==> src/rtl/ps2_kbd_pkg.sv <==
// Shared PS/2 scan-code constants, parser state encoding and code classification helpers
// for the note key tracker.
package ps2_kbd_pkg;

  typedef logic [7:0] scan_code_t;

  localparam scan_code_t PS2_EXT = 8'hE0;
  localparam scan_code_t PS2_BRK = 8'hF0;

  localparam logic [1:0] ST_IDLE    = 2'd0;
  localparam logic [1:0] ST_EXT     = 2'd1;
  localparam logic [1:0] ST_BRK     = 2'd2;
  localparam logic [1:0] ST_EXT_BRK = 2'd3;

  // Keyboard housekeeping bytes (self-test, ack, resend, error) that never name a key.
  function automatic logic is_ignored(input scan_code_t code);
    case (code)
      8'h00, 8'hAA, 8'hFA, 8'hFE, 8'hFF: return 1'b1;
      default:                           return 1'b0;
    endcase
  endfunction

  function automatic logic is_keypad(input scan_code_t code);
    case (code)
      8'h69, 8'h72, 8'h7A, 8'h6B, 8'h73,
      8'h74, 8'h6C, 8'h75, 8'h7D:        return 1'b1;
      default:                           return 1'b0;
    endcase
  endfunction

endpackage

==> src/rtl/ps2_key_slot.sv <==
// One voice slot: holds the most recent make code until its matching break arrives.
// With PS2_AUTO_RELEASE_EN defined, a per-slot timeout also releases a key whose break was lost.
module ps2_key_slot
  import ps2_kbd_pkg::*;
#(
  parameter int unsigned TIMEOUT_CYCLES = 50_000_000,
  parameter int unsigned TO_W           = 26
) (
  input  logic       clk_i,
  input  logic       rst_i,
  input  logic       make_en_i,
  input  logic       brk_en_i,
  input  scan_code_t code_i,
  output scan_code_t code_o,
  output logic       changed_o
);

  scan_code_t code_q, code_d;
  logic       changed_q;

  if (64'(TIMEOUT_CYCLES) >= (64'd1 << TO_W)) begin : g_to_w_check
    $error("ps2_key_slot: TO_W too narrow for TIMEOUT_CYCLES");
  end

`ifdef PS2_AUTO_RELEASE_EN
  localparam logic [TO_W-1:0] TO_LOAD = TO_W'(TIMEOUT_CYCLES);

  logic [TO_W-1:0] cnt_q, cnt_d;
  logic            expire;

  assign expire = (code_q != '0) && (cnt_q == TO_W'(1));

  // A make always wins over a same-cycle expiry and re-arms the timeout.
  always_comb begin
    code_d = code_q;
    cnt_d  = cnt_q;
    if (make_en_i) begin
      code_d = code_i;
      cnt_d  = TO_LOAD;
    end else begin
      if ((brk_en_i && (code_i == code_q)) || expire) begin
        code_d = '0;
      end
      if (code_d == '0) begin
        cnt_d = '0;
      end else if (cnt_q != '0) begin
        cnt_d = cnt_q - TO_W'(1);
      end
    end
  end

  always_ff @(posedge clk_i or posedge rst_i) begin
    if (rst_i) begin
      cnt_q <= '0;
    end else begin
      cnt_q <= cnt_d;
    end
  end
`else
  always_comb begin
    code_d = code_q;
    if (make_en_i) begin
      code_d = code_i;
    end else if (brk_en_i && (code_i == code_q)) begin
      code_d = '0;
    end
  end
`endif

  always_ff @(posedge clk_i or posedge rst_i) begin
    if (rst_i) begin
      code_q    <= '0;
      changed_q <= 1'b0;
    end else begin
      code_q    <= code_d;
      changed_q <= (code_d != code_q);
    end
  end

  assign code_o    = code_q;
  assign changed_o = changed_q;

endmodule

==> src/rtl/ps2_note_key_tracker.sv <==
// PS/2 scan-code parser feeding two note slots: main-block keys to slot A, keypad keys to slot B.
// Optional per-slot auto-release is enabled by defining PS2_AUTO_RELEASE_EN.
module ps2_note_key_tracker
  import ps2_kbd_pkg::*;
#(
  parameter int unsigned TIMEOUT_CYCLES = 50_000_000,
  parameter int unsigned TO_W           = 26
) (
  input  logic       CLOCK_50,
  input  logic       reset,
  input  logic [7:0] ps2_byte,
  input  logic       ps2_byte_en,
  output logic [7:0] key_code_a,
  output logic [7:0] key_code_b,
  output logic       key_event
);

  logic [1:0] state_q, state_d;
  logic       makeEn, brkEn, keypadCode;
  logic       changedA, changedB;

  // Extended-prefixed sequences are swallowed: no extended key is a note.
  always_comb begin
    state_d = state_q;
    makeEn  = 1'b0;
    brkEn   = 1'b0;
    if (ps2_byte_en) begin
      case (state_q)
        ST_IDLE: begin
          if (ps2_byte == PS2_EXT) begin
            state_d = ST_EXT;
          end else if (ps2_byte == PS2_BRK) begin
            state_d = ST_BRK;
          end else if (!is_ignored(ps2_byte)) begin
            makeEn = 1'b1;
          end
        end
        ST_BRK: begin
          brkEn   = 1'b1;
          state_d = ST_IDLE;
        end
        ST_EXT: begin
          state_d = (ps2_byte == PS2_BRK) ? ST_EXT_BRK : ST_IDLE;
        end
        default: begin
          state_d = ST_IDLE;
        end
      endcase
    end
  end

  always_ff @(posedge CLOCK_50 or posedge reset) begin
    if (reset) begin
      state_q <= ST_IDLE;
    end else begin
      state_q <= state_d;
    end
  end

  assign keypadCode = is_keypad(ps2_byte);

  ps2_key_slot #(
    .TIMEOUT_CYCLES(TIMEOUT_CYCLES),
    .TO_W          (TO_W)
  ) u_slot_a (
    .clk_i    (CLOCK_50),
    .rst_i    (reset),
    .make_en_i(makeEn && !keypadCode),
    .brk_en_i (brkEn && !keypadCode),
    .code_i   (ps2_byte),
    .code_o   (key_code_a),
    .changed_o(changedA)
  );

  ps2_key_slot #(
    .TIMEOUT_CYCLES(TIMEOUT_CYCLES),
    .TO_W          (TO_W)
  ) u_slot_b (
    .clk_i    (CLOCK_50),
    .rst_i    (reset),
    .make_en_i(makeEn && keypadCode),
    .brk_en_i (brkEn && keypadCode),
    .code_i   (ps2_byte),
    .code_o   (key_code_b),
    .changed_o(changedB)
  );

  assign key_event = changedA | changedB;

endmodule

==> config.mk <==
export PLATFORM = sky130hd
export DESIGN_NAME = ps2_note_key_tracker
export DESIGN_NICKNAME = d
export VERILOG_FILES = /design/src/rtl/ps2_kbd_pkg.sv /design/src/rtl/ps2_key_slot.sv /design/src/rtl/ps2_note_key_tracker.sv
export SDC_FILE = /design/constraint.sdc
export NUM_CORES = 1
export LEC_CHECK = 0
export BUFFER_PORTS_ARGS = -buffer_cell sky130_fd_sc_hd__buf_2
export CAP_MARGIN = 10
export CORE_MARGIN = 3
export CORE_UTILIZATION = 50
export CTS_BUF_LIST = sky130_fd_sc_hd__clkbuf_2 sky130_fd_sc_hd__clkbuf_4 sky130_fd_sc_hd__clkbuf_8
export DETAILED_ROUTE_END_ITERATION = 16
export GPL_TIMING_DRIVEN = 0
export PLACE_DENSITY_LB_ADDON = 0.1
export SLEW_MARGIN = 20
export SYNTH_ARGS = -nofsm -noshare
export SYNTH_HDL_FRONTEND = slang
export SYNTH_SLANG_ARGS = --single-unit
==> constraint.sdc <==
create_clock -name CLOCK_50 -period 3.8 [get_ports CLOCK_50]
set_input_delay 0.57 -clock CLOCK_50 [delete_from_list [all_inputs] [get_ports CLOCK_50]]
set_output_delay 0.57 -clock CLOCK_50 [all_outputs]
set_load 0.005 [all_outputs]
==> metrics.md <==
| Metric | Value |
|---|---|
| Fin. Hold Viols | `0` |
| Routed Antenna Nets | `0` |
| Drc violations | `0` |
| Yosys reg bits | `20` |
| Ys async rst share | `1.000` |
| Die area | `0.002978 mm²` |
| Critical Path Fanout Max | `10` |
| Most frequent cells in the layout | `26 x buf_2, 20 x dfrtp_1, 16 x xnor2_1` |
| Clk_lat worst skew | `0.31 ns` |
| Util after Layout | `0.6470` |
| DRT iter0 DRCs | `15` |
| Power Internal | `381.2 µW` |
| Routed via count | `957` |
| Root buf cell | `clkbuf_4` |
| Final Critical Period | `2.002 ns` |
| Gr usage total | `0.1948` |
| Synth Flop Type | `dfrtp_1` |
| Post-detailed-route wirelength per cell | `15.01 µm` |
| Row count | `16` |
| FMAX | `499.6 MHz` |
| Hold Crit Class | `primary input to async pin` |
| Die Wd | `54.58 µm` |
| Worst-case clock buffer depth | `2` |
| Critical Path Source | `ps2_byte[3]` |
| Sequential share of power | `0.499` |
| Netlist cell types | `34` |
| Least-Margin Pin Slew | `0.7661 ns` |
| Mapped Area | `0.001180 mm²` |
| Clock Power Share | `0.232` |
| Worst Path Arrival | `2.20 ns` |
| DRT Pass-1 Iters | `4` |
| Core area | `0.002102 mm²` |
| Syn Area/Cell | `10.53 µm²` |
| CTS tree | `done` |
| Global-route wire length before repair | `4.174 mm` |
| Max cap viols | `0` |
| CTS Buf Count | `3` |
| # port buffers | `22` |
| Status | `completed` |
| Clock Sinks | `20` |
| Leakage | `0.6008 nW` |
| Register area share after synthesis | `0.4242` |
| Critical Path RT | `4.00 ns` |
| Final Setup Violations | `0` |
| Setup Skew | `0.01204 ns` |
| Unrepaired setup endpoints after global routing | `no` |
| Area of the multi-input gates | `595.6 µm²` |
| Vias per cell | `5.800` |
| Gpl congestion | `0.7724` |
| P&R area growth vs syn | `15.27%` |
| Reg-to-Reg Start | `state_q[0]` |
| Finished layout cell area | `0.001360 mm²` |
| Pin count of the biggest net entering global routing | `21` |
| NetSw | `162.0 µW` |
| Antenna diodes | `0` |
| Final TNS setup | `0 ns` |
| Initial Util | `0.5613` |
| # H-tree levels | `1` |
| Hold_buf cts | `0` |
| Slew HR | `0.4887` |
| Sw Share | `0.2982` |
| Initial antenna violation count | `0` |
| Register area | `500.5 µm²` |
| Cells after Synth | `112` |
| Routed WL | `2.477 mm` |
| Number of global-route vias before repair | `913` |
| Pwr dens | `399.4 mW/mm²` |
| Post-synth EDFFs | `0` |
| Crit path launch type | `primary input` |
| R2R cell count | `5` |
| Share of cells above drive strength 1 | `0.2971` |
| Postcts setup bufs | `0` |
| Nets@finish | `150` |
| Mapped Nets | `123` |
| Slew Limit Fails | `0` |
| Placement Cell Area | `0.001324 mm²` |
| DPL Wire Length | `1.857 mm` |
| Clock Pin Slew Worst Setup and Hold Paths | `0.12 ns` |
| Io pins | `28` |
| GRT overflow | `0` |
| Worst r2r dst | `u_slot_b.code_o[1]` |
| Kind of critical path | `primary input to flip-flop` |
| Fin crit share | `0.5267` |
| Commonest non-fill, non-tap cell in the layout | `buf_2` |
| Reg2reg setup slack | `2.11 ns` |
| Die height | `54.58 µm` |
| Comb pwr share | `0.269` |
| Peak supply drop | `301.2 µV` |
| Fillers | `184` |
| Crit. End Element | `flip-flop` |
| Ys Warns | `0` |
| Post-cts resize count | `0` |
## power by group through the flow
stage	Combinational [mW]	Clock (mW)	Sequential (mW)
6_report	0.146	0.126	0.271
5_1_grt	0.164	0.139	0.277
4_1_cts	0.148	0.128	0.271
3_5_place_dp	0.147	0	0.276
3_3_place_gp	0.144	0	0.275
2_1_floorplan	0.0939	0	0.276
## per-stage QoR
stage	std cells	setup slack [ns]	hold WS (ns)	total power [mW]
detailed placement	161	1.477	0.5117	0.4225
global route	165	1.724	0.4192	0.5801
CTS	165	1.806	0.3984	0.5472
global placement	161	1.521	0.5039	0.4192
finish	165	1.798	0.3710	0.5431
floorplan	112	1.697	0.5149	0.3704
## Yosys cell counts (2+ instances only)
cell / count / area share
buf_2: 4 / 0.017
nand2_1: 6 / 0.019
inv_1: 4 / 0.013
nand4_1: 4 / 0.021
nor2b_1: 4 / 0.021
a21o_1: 2 / 0.013
dfrtp_1: 20 / 0.42
a21oi_1: 2 / 0.0085
nor4_1: 4 / 0.021
xnor2_1: 16 / 0.12
nand3_1: 3 / 0.013
o21ai_0: 5 / 0.021
buf_4: 2 / 0.013
buf_6: 3 / 0.029
and3_1: 2 / 0.011
a22o_1: 13 / 0.097
## worst max-delay path: stages
cell	delay [ns]
buf_2	0.08
buf_2	0.22
nor4_1	0.08
o21bai_1	0.20
a2111oi_4	0.55
o21ai_1	0.25
a22o_1	0.24
## how the worst max path moves through the flow
| stage | end | slack (ns) |
|---|---|---|
| after floorplan | u_slot_a.code_o[0] | 1.70 |
| after CTS | u_slot_b.code_o[3] | 1.81 |
| after global routing | u_slot_b.code_o[1] | 1.72 |
| after global placement | u_slot_b.code_o[4] | 1.52 |
| after detailed placement | u_slot_b.code_o[3] | 1.48 |
| final | u_slot_b.code_o[1] | 1.80 |
## state kept, by name, summed over array words and instances (netlist names)
name                cells
u_slot_b.code_o         8
state_q                 2
u_slot_a.code_o         8
u_slot_a.changed_o      1
u_slot_b.changed_o      1
## metal layers
| metal | global-route usage | wire length, µm | vias to the layer above | share of wire |
|---|---|---|---|---|
| met2 | 0.3307 | 1193 | 32 | 0.48 |
| met1 | 0.2504 | 1141 | 457 | 0.46 |
| met5 | 0 | 0 | - | 0 |
| met4 | 0.04979 | 25 | 0 | 0.010 |
| met3 | 0.04087 | 118 | 4 | 0.048 |
| li1 | - | - | 464 | - |
## kinds of logic after synthesis
family	Yosys count	synth area share
xor gates and xnor gates	16	0.1188
buffers and inverters	13	0.07104
and+or+nand+nor	31	0.1548
AOI/OAI and AO/OA	32	0.2312
DFF	20	0.4242
## cell type report
cell class,count,area share
multi-input combinational,79,0.4379
sequential,20,0.3680
timing repair buffer,22,0.08096
buffer,9,0.05060
clock buffer,4,0.02668
tap,27,0.02484
inverter,4,0.01104
Power figures use the tool's default switching activity.
